**src/rtl/pipelined_rv_core_p.sv**
```systemverilog
// pipelined_rv_core_p: 3-stage (fetch / execute / writeback) RV32I-subset core with run/halt control
// Optional feature: define MUL_EN to enable R-type MUL (funct7 0000001, funct3 000).
// Ports:
//   clk, rst            clock, asynchronous active-high reset
//   pm_wr_en/pm_byte_in/pm_addr  byte-serial program load (accepted in IDLE/HALT only)
//   start               begin execution at pc 0
//   busy, halted        RUN / HALT state flags
//   pc                  current fetch word address
//   alu_result, result_valid  writeback-stage result and its valid flag
module pipelined_rv_core_p #(
  parameter int DATA_WIDTH = 8,
  parameter int REG_DEPTH  = 32,
  parameter int PM_DEPTH   = 32,
  parameter int PM_AW      = 5
) (
  input  logic                  clk,
  input  logic                  rst,
  input  logic                  pm_wr_en,
  input  logic [7:0]            pm_byte_in,
  input  logic [PM_AW+1:0]      pm_addr,
  input  logic                  start,
  output logic                  busy,
  output logic                  halted,
  output logic [PM_AW-1:0]      pc,
  output logic [DATA_WIDTH-1:0] alu_result,
  output logic                  result_valid
);
  localparam int SW  = $clog2(DATA_WIDTH);
  localparam int RAW = $clog2(REG_DEPTH);
  typedef enum logic [1:0] {S_IDLE, S_RUN, S_HALT} state_t;
  state_t r_state, w_next;
  logic [31:0]           r_pm [PM_DEPTH];
  logic [31:0]           r_ir;
  logic                  r_ir_valid;
  logic [PM_AW-1:0]      r_pc;
  logic [DATA_WIDTH-1:0] r_rf [REG_DEPTH];
  logic                  r_w_valid;
  logic [4:0]            r_w_rd;
  logic [DATA_WIDTH-1:0] r_w_result;
  logic [6:0]            w_opc, w_f7;
  logic [4:0]            w_rd, w_rs1, w_rs2;
  logic [2:0]            w_f3;
  logic                  w_is_r, w_is_i, w_f7_0, w_f7_20, w_halt, w_ok, w_exec;
  logic [DATA_WIDTH-1:0] w_imm, w_op1, w_src2, w_op2, w_res, w_mul;
  logic [SW-1:0]         w_sh;
  assign w_opc   = r_ir[6:0];
  assign w_rd    = r_ir[11:7];
  assign w_f3    = r_ir[14:12];
  assign w_rs1   = r_ir[19:15];
  assign w_rs2   = r_ir[24:20];
  assign w_f7    = r_ir[31:25];
  assign w_is_r  = w_opc == 7'b0110011;
  assign w_is_i  = w_opc == 7'b0010011;
  assign w_f7_0  = w_f7 == 7'b0000000;
  assign w_f7_20 = w_f7 == 7'b0100000;
  assign w_halt  = r_state == S_RUN && r_ir_valid && r_ir == 32'd0;
  // Signed cast sign-extends when DATA_WIDTH > 12 and truncates otherwise.
  assign w_imm   = DATA_WIDTH'($signed(r_ir[31:20]));
  // Register read with writeback forwarding; out-of-range indices read as 0.
  function automatic logic [DATA_WIDTH-1:0] rd_reg(input logic [4:0] a);
    if (a == 5'd0 || int'(a) >= REG_DEPTH) return '0;
    if (r_w_valid && r_w_rd == a) return r_w_result;
    return r_rf[a[RAW-1:0]];
  endfunction
  assign w_op1  = rd_reg(w_rs1);
  assign w_src2 = rd_reg(w_rs2);
  assign w_op2  = w_is_i ? w_imm : w_src2;
  assign w_sh   = w_op2[SW-1:0];
  assign w_mul  = w_op1 * w_op2;
  always_comb begin
    w_ok  = 1'b0;
    w_res = '0;
    case (w_f3)
      3'b000: begin
        w_ok  = w_is_i || (w_is_r && (w_f7_0 || w_f7_20));
        w_res = (w_is_r && w_f7_20) ? w_op1 - w_op2 : w_op1 + w_op2;
`ifdef MUL_EN
        if (w_is_r && w_f7 == 7'b0000001) begin
          w_ok  = 1'b1;
          w_res = w_mul;
        end
`endif
      end
      3'b111: begin
        w_ok  = w_is_i || (w_is_r && w_f7_0);
        w_res = w_op1 & w_op2;
      end
      3'b110: begin
        w_ok  = w_is_i || (w_is_r && w_f7_0);
        w_res = w_op1 | w_op2;
      end
      3'b100: begin
        w_ok  = w_is_i || (w_is_r && w_f7_0);
        w_res = w_op1 ^ w_op2;
      end
      3'b010: begin
        w_ok  = w_is_i || (w_is_r && w_f7_0);
        w_res = DATA_WIDTH'($signed(w_op1) < $signed(w_op2));
      end
      3'b001: begin
        w_ok  = (w_is_i || w_is_r) && w_f7_0;
        w_res = w_op1 << w_sh;
      end
      3'b101: begin
        w_ok  = (w_is_i || w_is_r) && (w_f7_0 || w_f7_20);
        w_res = w_f7_20 ? $unsigned($signed(w_op1) >>> w_sh) : w_op1 >> w_sh;
      end
      default: w_ok = 1'b0;
    endcase
  end
`ifndef MUL_EN
  logic w_unused_mul;
  assign w_unused_mul = ^w_mul;
`endif
  assign w_exec = r_ir_valid && w_ok;
  always_comb begin
    w_next = r_state;
    w_next = r_state == S_RUN ? (w_halt ? S_HALT : S_RUN) : (start ? S_RUN : r_state);
  end
  always_ff @(posedge clk or posedge rst)
    if (rst) r_state <= S_IDLE;
    else     r_state <= w_next;
  // Program memory survives reset, so it has no reset branch.
  always_ff @(posedge clk)
    if (pm_wr_en && r_state != S_RUN) r_pm[pm_addr[PM_AW+1:2]][{pm_addr[1:0], 3'b000} +: 8] <= pm_byte_in;
  always_ff @(posedge clk or posedge rst) begin
    if (rst) begin
      r_pc       <= '0;
      r_ir       <= '0;
      r_ir_valid <= 1'b0;
      r_w_valid  <= 1'b0;
      r_w_rd     <= '0;
      r_w_result <= '0;
    end else if (r_state != S_RUN) begin
      r_ir_valid <= 1'b0;
      r_w_valid  <= 1'b0;
      if (start) r_pc <= '0;
    end else if (w_halt) begin
      r_ir_valid <= 1'b0;
      r_w_valid  <= 1'b0;
    end else begin
      r_ir       <= r_pm[r_pc];
      r_ir_valid <= 1'b1;
      r_pc       <= r_pc + 1'b1;
      r_w_valid  <= w_exec;
      if (w_exec) begin
        r_w_rd     <= w_rd;
        r_w_result <= w_res;
      end
    end
  end
  // The instruction in W writes back on every edge it is valid, including the halt edge.
  always_ff @(posedge clk or posedge rst) begin
    if (rst) begin
      for (int i = 0; i < REG_DEPTH; i++) r_rf[i] <= '0;
    end else if (r_w_valid && r_w_rd != 5'd0 && int'(r_w_rd) < REG_DEPTH) begin
      r_rf[r_w_rd[RAW-1:0]] <= r_w_result;
    end
  end
  assign busy         = r_state == S_RUN;
  assign halted       = r_state == S_HALT;
  assign pc           = r_pc;
  assign alu_result   = r_w_result;
  assign result_valid = r_w_valid;
endmodule

```
**config.mk**
```make
export PLATFORM = sky130hd
export DESIGN_NAME = pipelined_rv_core_p
export DESIGN_NICKNAME = d
export VERILOG_FILES = /design/src/rtl/pipelined_rv_core_p.sv
export SDC_FILE = /design/constraint.sdc
export NUM_CORES = 2
export LEC_CHECK = 0
export ABC_AREA = 1
export CAP_MARGIN = 15
export CELL_PAD_IN_SITES_DETAIL_PLACEMENT = 1
export CELL_PAD_IN_SITES_GLOBAL_PLACEMENT = 2
export CORE_UTILIZATION = 25
export DETAILED_ROUTE_END_ITERATION = 12
export PLACE_DENSITY = 0.57
export SETUP_SLACK_MARGIN = 0.15
export SYNTH_ARGS = -nofsm -noshare
export SYNTH_HDL_FRONTEND = slang
export SYNTH_SLANG_ARGS = --single-unit
```
**constraint.sdc**
```tcl
create_clock -name clk -period 12.9 [get_ports clk]
set_clock_uncertainty 0.15 [all_clocks]
set_input_delay 2.58 -clock clk [delete_from_list [all_inputs] [get_ports clk]]
set_output_delay 2.58 -clock clk [all_outputs]
set_load 0.05 [all_outputs]
```
# Yosys cells after proc, flatten, opt, wreduce, memory -nomap -nowiden
# Memory sizes are Yosys's and may differ from the RTL's. A register that Yosys moved wholly into a read port is not among the register bits.
# Index checks and enable logic that the tools add are counted.
[totals] mem_count=1 mem_bits_rw=1024 elab_cells=145 regBits=278 latch_bits=0 inputBits=19 out_inout_bits=16 romBits=0
[memory_table] memory="r_pm" words=32 word_bits=32 read_ports=1 rd_clocked_by_memory_dff=1 write_ports=1 line_no="32" text="logic [31:0] r_pm [PM_DEPTH];"
[classes] multipliers=0 bitwise=8 magnitude_cmp=5 n_shift=5 reduce_logical=28 addsub=4 div=0 n_eq_ne=16 mux=40
[op_table] op="$bwmux 256" count=1
[op_table] op="$mux 8" count=16
[op_table] op="$bmux 8 s5" count=2
[op_table] op="$pmux 8 s7" count=1
[op_table] op="$demux 8 s5" count=1
[op_table] op="$logic_not 32->1" count=1
[op_table] op="$mux 32" count=1
[op_table] op="$shift 8x7->32 const A" count=1
[op_table] op="$shiftx 8x7->32" count=1
[op_table] op="$ge 6x6->1 const B" count=3
[op_table] op="$not 5->6" count=3
[op_table] op="$mux 5" count=3
[op_table] op="$eq 7x6->1 const B" count=2
[op_table] op="$logic_and 1x1->1" count=13
[op_table] op="$eq 3x3->1 const B" count=4
[op_table] op="$mux 1" count=11
[op_table] op="$eq 5x5->1" count=2
[op_table] op="$logic_not 5->1" count=2
[op_table] op="$add 8x8->8" count=1
[op_table] op="$and 8x8->8" count=1
[op_table] op="$lt 8x8->1" count=1
[op_table] op="$or 8x8->8" count=1
[op_table] op="$shl 8x3->8" count=1
[op_table] op="$shr 8x3->8" count=1
[op_table] op="24 further kinds" count=32

# Depth between registers and ports, before layout
[logic_depth] word_depth=10 depth_mapped=30 depth_no_buf=28

# Worst setup path before layout
# OpenSTA, ideal clock, no wires.
[synth_path] path_kind="input port to flip-flop" startpoint="input port pm_addr[0]" endpoint="memory r_pm[0][0], data pin" setup_ps=351 path_buffers=0 path_stages=5 required_time_ps=12399 setup_slack_ps=8362 arrival_ps=4037 path_cell_list="inv_1 ha_1 inv_1 nand3_1 nor2_1"
[synth_between] elab_chain_cells=2
[synth_lines] element="start, declared" line_no="20" text="input logic [PM_AW+1:0] pm_addr,"
[synth_lines] element="$neg 5->7" line_no="125" text="if (pm_wr_en && r_state != S_RUN) r_pm[pm_addr[PM_AW+1:2]][{pm_addr[1:0], 3'b000} +: 8] <= pm_byte_in;"
[synth_lines] element="$shiftx 8x7->32" line_no="125"
[synth_lines] element="end, declared" line_no="32"
# Every way passes these cells.

# Worst setup path after layout
[layout_path] startpoint="register r_ir[15] (read register of r_pm)" endpoint="register r_w_result[6] (netlist: alu_result[6])"
[layout_between] elab_chain_cells=9 word_cells_on_any_way=28 cone_classes="2 x add/sub; 1 x eq/ne; 3 x shift; 12 x mux; 5 x bitwise; 5 x reduce/logical"
[layout_lines] element="start, declared" line_no="33" text="logic [31:0] r_ir;"
[layout_lines] element="$not 5->6 (implied by the code) / $eq 5x5->1 (equally long branches)" line_no="63, 62"
[layout_lines] element="$bmux 8 s5 / $logic_and 1x1->1 (equally long branches)" line_no="63, 62"
[layout_lines] element="$mux 8 (implied by the code) / $mux 1 (equally long branches) (2 in series)" line_no="63, 62"
[layout_lines] element="$mux 8" line_no="63" text="return r_rf[a[RAW-1:0]];"
[layout_lines] element="$mux 8" line_no="62" text="if (r_w_valid && r_w_rd == a) return r_w_result;"
[layout_lines] element="$add 8x8->8, or another cell as far along" line_no="76" text="w_res = (w_is_r && w_f7_20) ? w_op1 - w_op2 : w_op1 + w_op2;"
[layout_lines] element="$mux 8, on equally long branches" line_no="76, 106"
[layout_lines] element="$pmux 8 s7" line_no="73" text="case (w_f3)"
[layout_lines] element="end signal, assigned" line_no="148" text="r_w_result <= w_res;"
[layout_lines] element="end, declared" line_no="39" text="logic [DATA_WIDTH-1:0] r_w_result;"
# Parallel ways exist; a longest one is shown, timed or not. The select of a mux whose other input is x is not followed.
# A chain may end at the register's enable or synchronous reset.

==> summary.md <==
| Metric | Value |
|---|---|
| Status | finished clean |
| First-pass GRT wire length | 328 mm |
| Synth Flop Type | edfxtp_1 |
| Crit Path Class | reg2reg |
| Site Rows | 177 |
| Initial antenna violation count | 6 |
| Largest area contributor in the netlist | edfxtp_1 |
| Area of the core | 233000 sq um |
| Gate Count Post-Synth | 5636 |
| Die ar. | 237000 sq um |
| Pwr Density | 219 nW/um^2 |
| Final hold vios | 0 |
| Largest net degree at the start of global routing | 175 |
| Post-Syn Area per Cell | 10.4 sq um |
| Critical Path End Type | flop |
| Netlist cell types | 50 |
| Vias in the first global route | 44.7k |
| Period minus WS final | 5.72 ns |
| Fmax | 175 MHz |
| Slew @ Worst Pin | 1.20 ns |
| Drt total wl | 228 mm |
| DRC Markers | 0 |
| Chip height | 486 microns |
| Sw Share | 42.1% |
| Async set or reset register ratio after synthesis | 23.2% |
| Post-DP Area | 62200 sq um |
| Logic pwr share | 36.8% |
| CTS tree | done |
| Chip Width | 486 microns |
| Setup TNS | 0 ns |
| RSZ-0062 raised after global routing | no |
| Seq cells post-synth | 1334 |
| Synth top area share | 52.4% |
| Worst-case clock buffer depth | 3 |
| Vias/cell | 4.95 |
| HPWL after detailed placement | 142 mm |
| Max rail drop VDD | 110 uV |
| Routed Antenna Nets | 0 |
| I/O Buffers | 34 |
| Startpoint types | flop |
| Sequential fraction of the synthesis area | 65.6% |
| Worst EP required | 13.39 ns |
| H-tree levels | 4 |
| Max-cap violations | 0 |
| CTS clock-pin slew for the worst setup and hold paths | 0.06 ns |
| Max_slew headroom | 20.0% |
| Critical Path AT | 6.21 ns |
| GRT Total Usage | 19.1% |
| Latest clock arrival within the worst-skew pair | 0.82 ns |
| Vias | 43.4k |
| Initial Util | 25.2% |
| Final setup fails | 0 |
| Clock sink count | 1334 |
| Gpl congestion | 0.802 |
| Drt pass-1 iters | 5 |
| Internal power | 8540 uW |
| Post-CTS setup buffer count | 0 |
| Ranking of synthesized cells by area | edfxtp_1, dfrtp_1, o21ai_0 |
| Syn nets | 5688 |
| Fill count | 26.1k |
| Lkg Pwr | 0.0230 uW |
| Fin crit share | 44.3% |
| Share of layout cells above drive strength 1 | 7.59% |
| Total CTS buffers | 152 |
| Post-route cell area | 67300 sq um |
| Post-synthesis cell area | 58700 sq um |
| Crit Path Max Fanout | 67 |
| Post-cts resize count | 0 |
| Hold WC Path Type | reg2reg |
| Clock power share | 30.1% |
| YS warnings | 0 |
| DRT iter0 DRCs | 3443 |
| Grt ovf | 0 |
| Cts hold-fix bufs | 0 |
| Register share of total power | 33.1% |
| Switching pwr | 6200 uW |
| Avg WL per Cell | 26.0 microns |
| Root buf cell | clkbuf_16 |
| EDFF count, synth | 1024 |
| Area delta synth->final | 14.6% |
| Nets | 5571 |
| Slew Viols, Final | 0 |
| I/O pin count | 35 |
-- routing by layer --
layer	up-vias	GRT usage [%]	wire length (microns)
met4	2	5.65	6480
li1	19800	-	-
met2	956	31.1	108000
met3	280	2.51	8780
met1	22400	26.2	105000
met5	-	0	13
-- critical path, stage by stage, from the launching register on --
cell	delay, ns
dfrtp_4	0.80
clkinv_2	0.66
buf_4	0.59
a21oi_1	0.23
o21ai_0	0.10
nand3_1	0.11
nand3_1	0.07
nand2_1	0.10
nand2_1	0.16
nand2_1	0.10
nand2_1	0.16
ha_1	0.29
fa_1	0.46
o31ai_1	0.35
nand2_1	0.09
nand2_1	0.08
a21oi_1	0.09
nor2_1	0.12
o21ai_0	0.10
nand2_1	0.07
nor2_1	0.05
nor2_1	0.24
nand3_1	0.12
nor2_1	0.11
nor2_1	0.05
-- cells by family after synthesis --
logic type / share of synthesized area [%]
flip-flops: 65.6
AND/OR/NAND/NOR: 14.9
adder cells (fa/ha/maj): 0.729
XOR/XNOR: 0.0448
multiplexers: 0.0683
buffers and inverters: 4.43
AO/OA/AOI/OAI: 14.2
-- cell usage after synthesis, drive strengths merged, types with 2 or more instances --
cell and number:
nor3 25, o21ai 933, nor4 4, a21boi 2, clkbuf 290, o311ai 4
ha 31, xor2 3, clkinv 3, a21oi 168, dfrtp 310, edfxtp 1024
fa 2, a221oi 9, o22ai 190, o221ai 108, nand3 267, mux2i 4
nand4 69, o211ai 62, buf 111, nand2 872, nor2 910, inv 227
-- metrics by stage --
stage	utilization, %	total power [uW]	cells	hold WS (ns)	setup slack, ns
floorplan	-	8130	5636	0.279	1.60
global placement	26.7	10500	8496	0.222	6.67
detailed placement	26.7	10400	8496	0.218	6.68
CTS	28.9	14900	8770	0.233	7.19
global route	28.9	15500	8771	0.242	6.70
finish	28.9	14700	8772	0.235	7.18
-- flip-flops by register name (all words and copies together) (netlist names) --
register,flops
alu_result,8
pc,5
r_ir,32
r_ir_valid,1
r_pm,1024
r_rf,256
r_state,2
r_w_rd,5
result_valid,1
-- power groups by stage --
stage                     registers [uW]  logic, uW  clock network [uW]
after CTS                           4880       5480                4540
after global routing                4890       5880                4690
after detailed placement            4970       5460                   0
after floorplan                     4890       3250                   0
final                               4880       5430                4430
after global placement              4970       5490                   0
-- cell type report --
class / instances / area [sq um] / share of cell area (%)
flip-flops and latches: 1334 / 38500 / 57.3
clock inverters: 88 / 1070 / 1.59
diodes: 1 / 2.50 / 0.00372
well taps: 3132 / 3920 / 5.83
inverters: 230 / 896 / 1.33
clock buffers: 186 / 4000 / 5.95
multi-input cells: 3671 / 17700 / 26.3
repair buffers: 130 / 1110 / 1.66
-- path summary, 6_finish.rpt --
kind                                             from                         to  slack, ns  cells past startpoint
max in group asynchronous                         rst          pc[0]$_DFFE_PP0P_       8.06                      4
worst max-delay path             r_ir[15]$_DFFE_PP0P_  alu_result[6]$_DFFE_PP0P_       7.18                     24
worst max register to register   r_ir[15]$_DFFE_PP0P_  alu_result[6]$_DFFE_PP0P_       7.18                     24
worst min register to register  r_rf[253]$_DFFE_PP0P_      r_rf[253]$_DFFE_PP0P_       0.23                      0
min in group asynchronous                         rst       r_rf[67]$_DFFE_PP0P_       2.14                      2
worst min-delay path            r_rf[253]$_DFFE_PP0P_      r_rf[253]$_DFFE_PP0P_       0.23                      0
-- layout by cell type (no fill, tap or decap), types with 21 or more instances in the layout --
cell type and instances:
o21ai_0 916, nor2_2 26, ha_1 31, o221ai_1 108
clkinv_1 23, o22ai_1 190, clkinv_2 27, o211ai_1 62
clkbuf_16 153, nand3_1 264, dfrtp_1 303, nand4_1 68
clkdlybuf4s50_1 34, a21oi_1 165, buf_4 91, nor2_1 869
nor3_1 21, clkbuf_1 28, edfxtp_1 1024, inv_1 201
nand2_1 856
(Power assumes the default switching activity.)
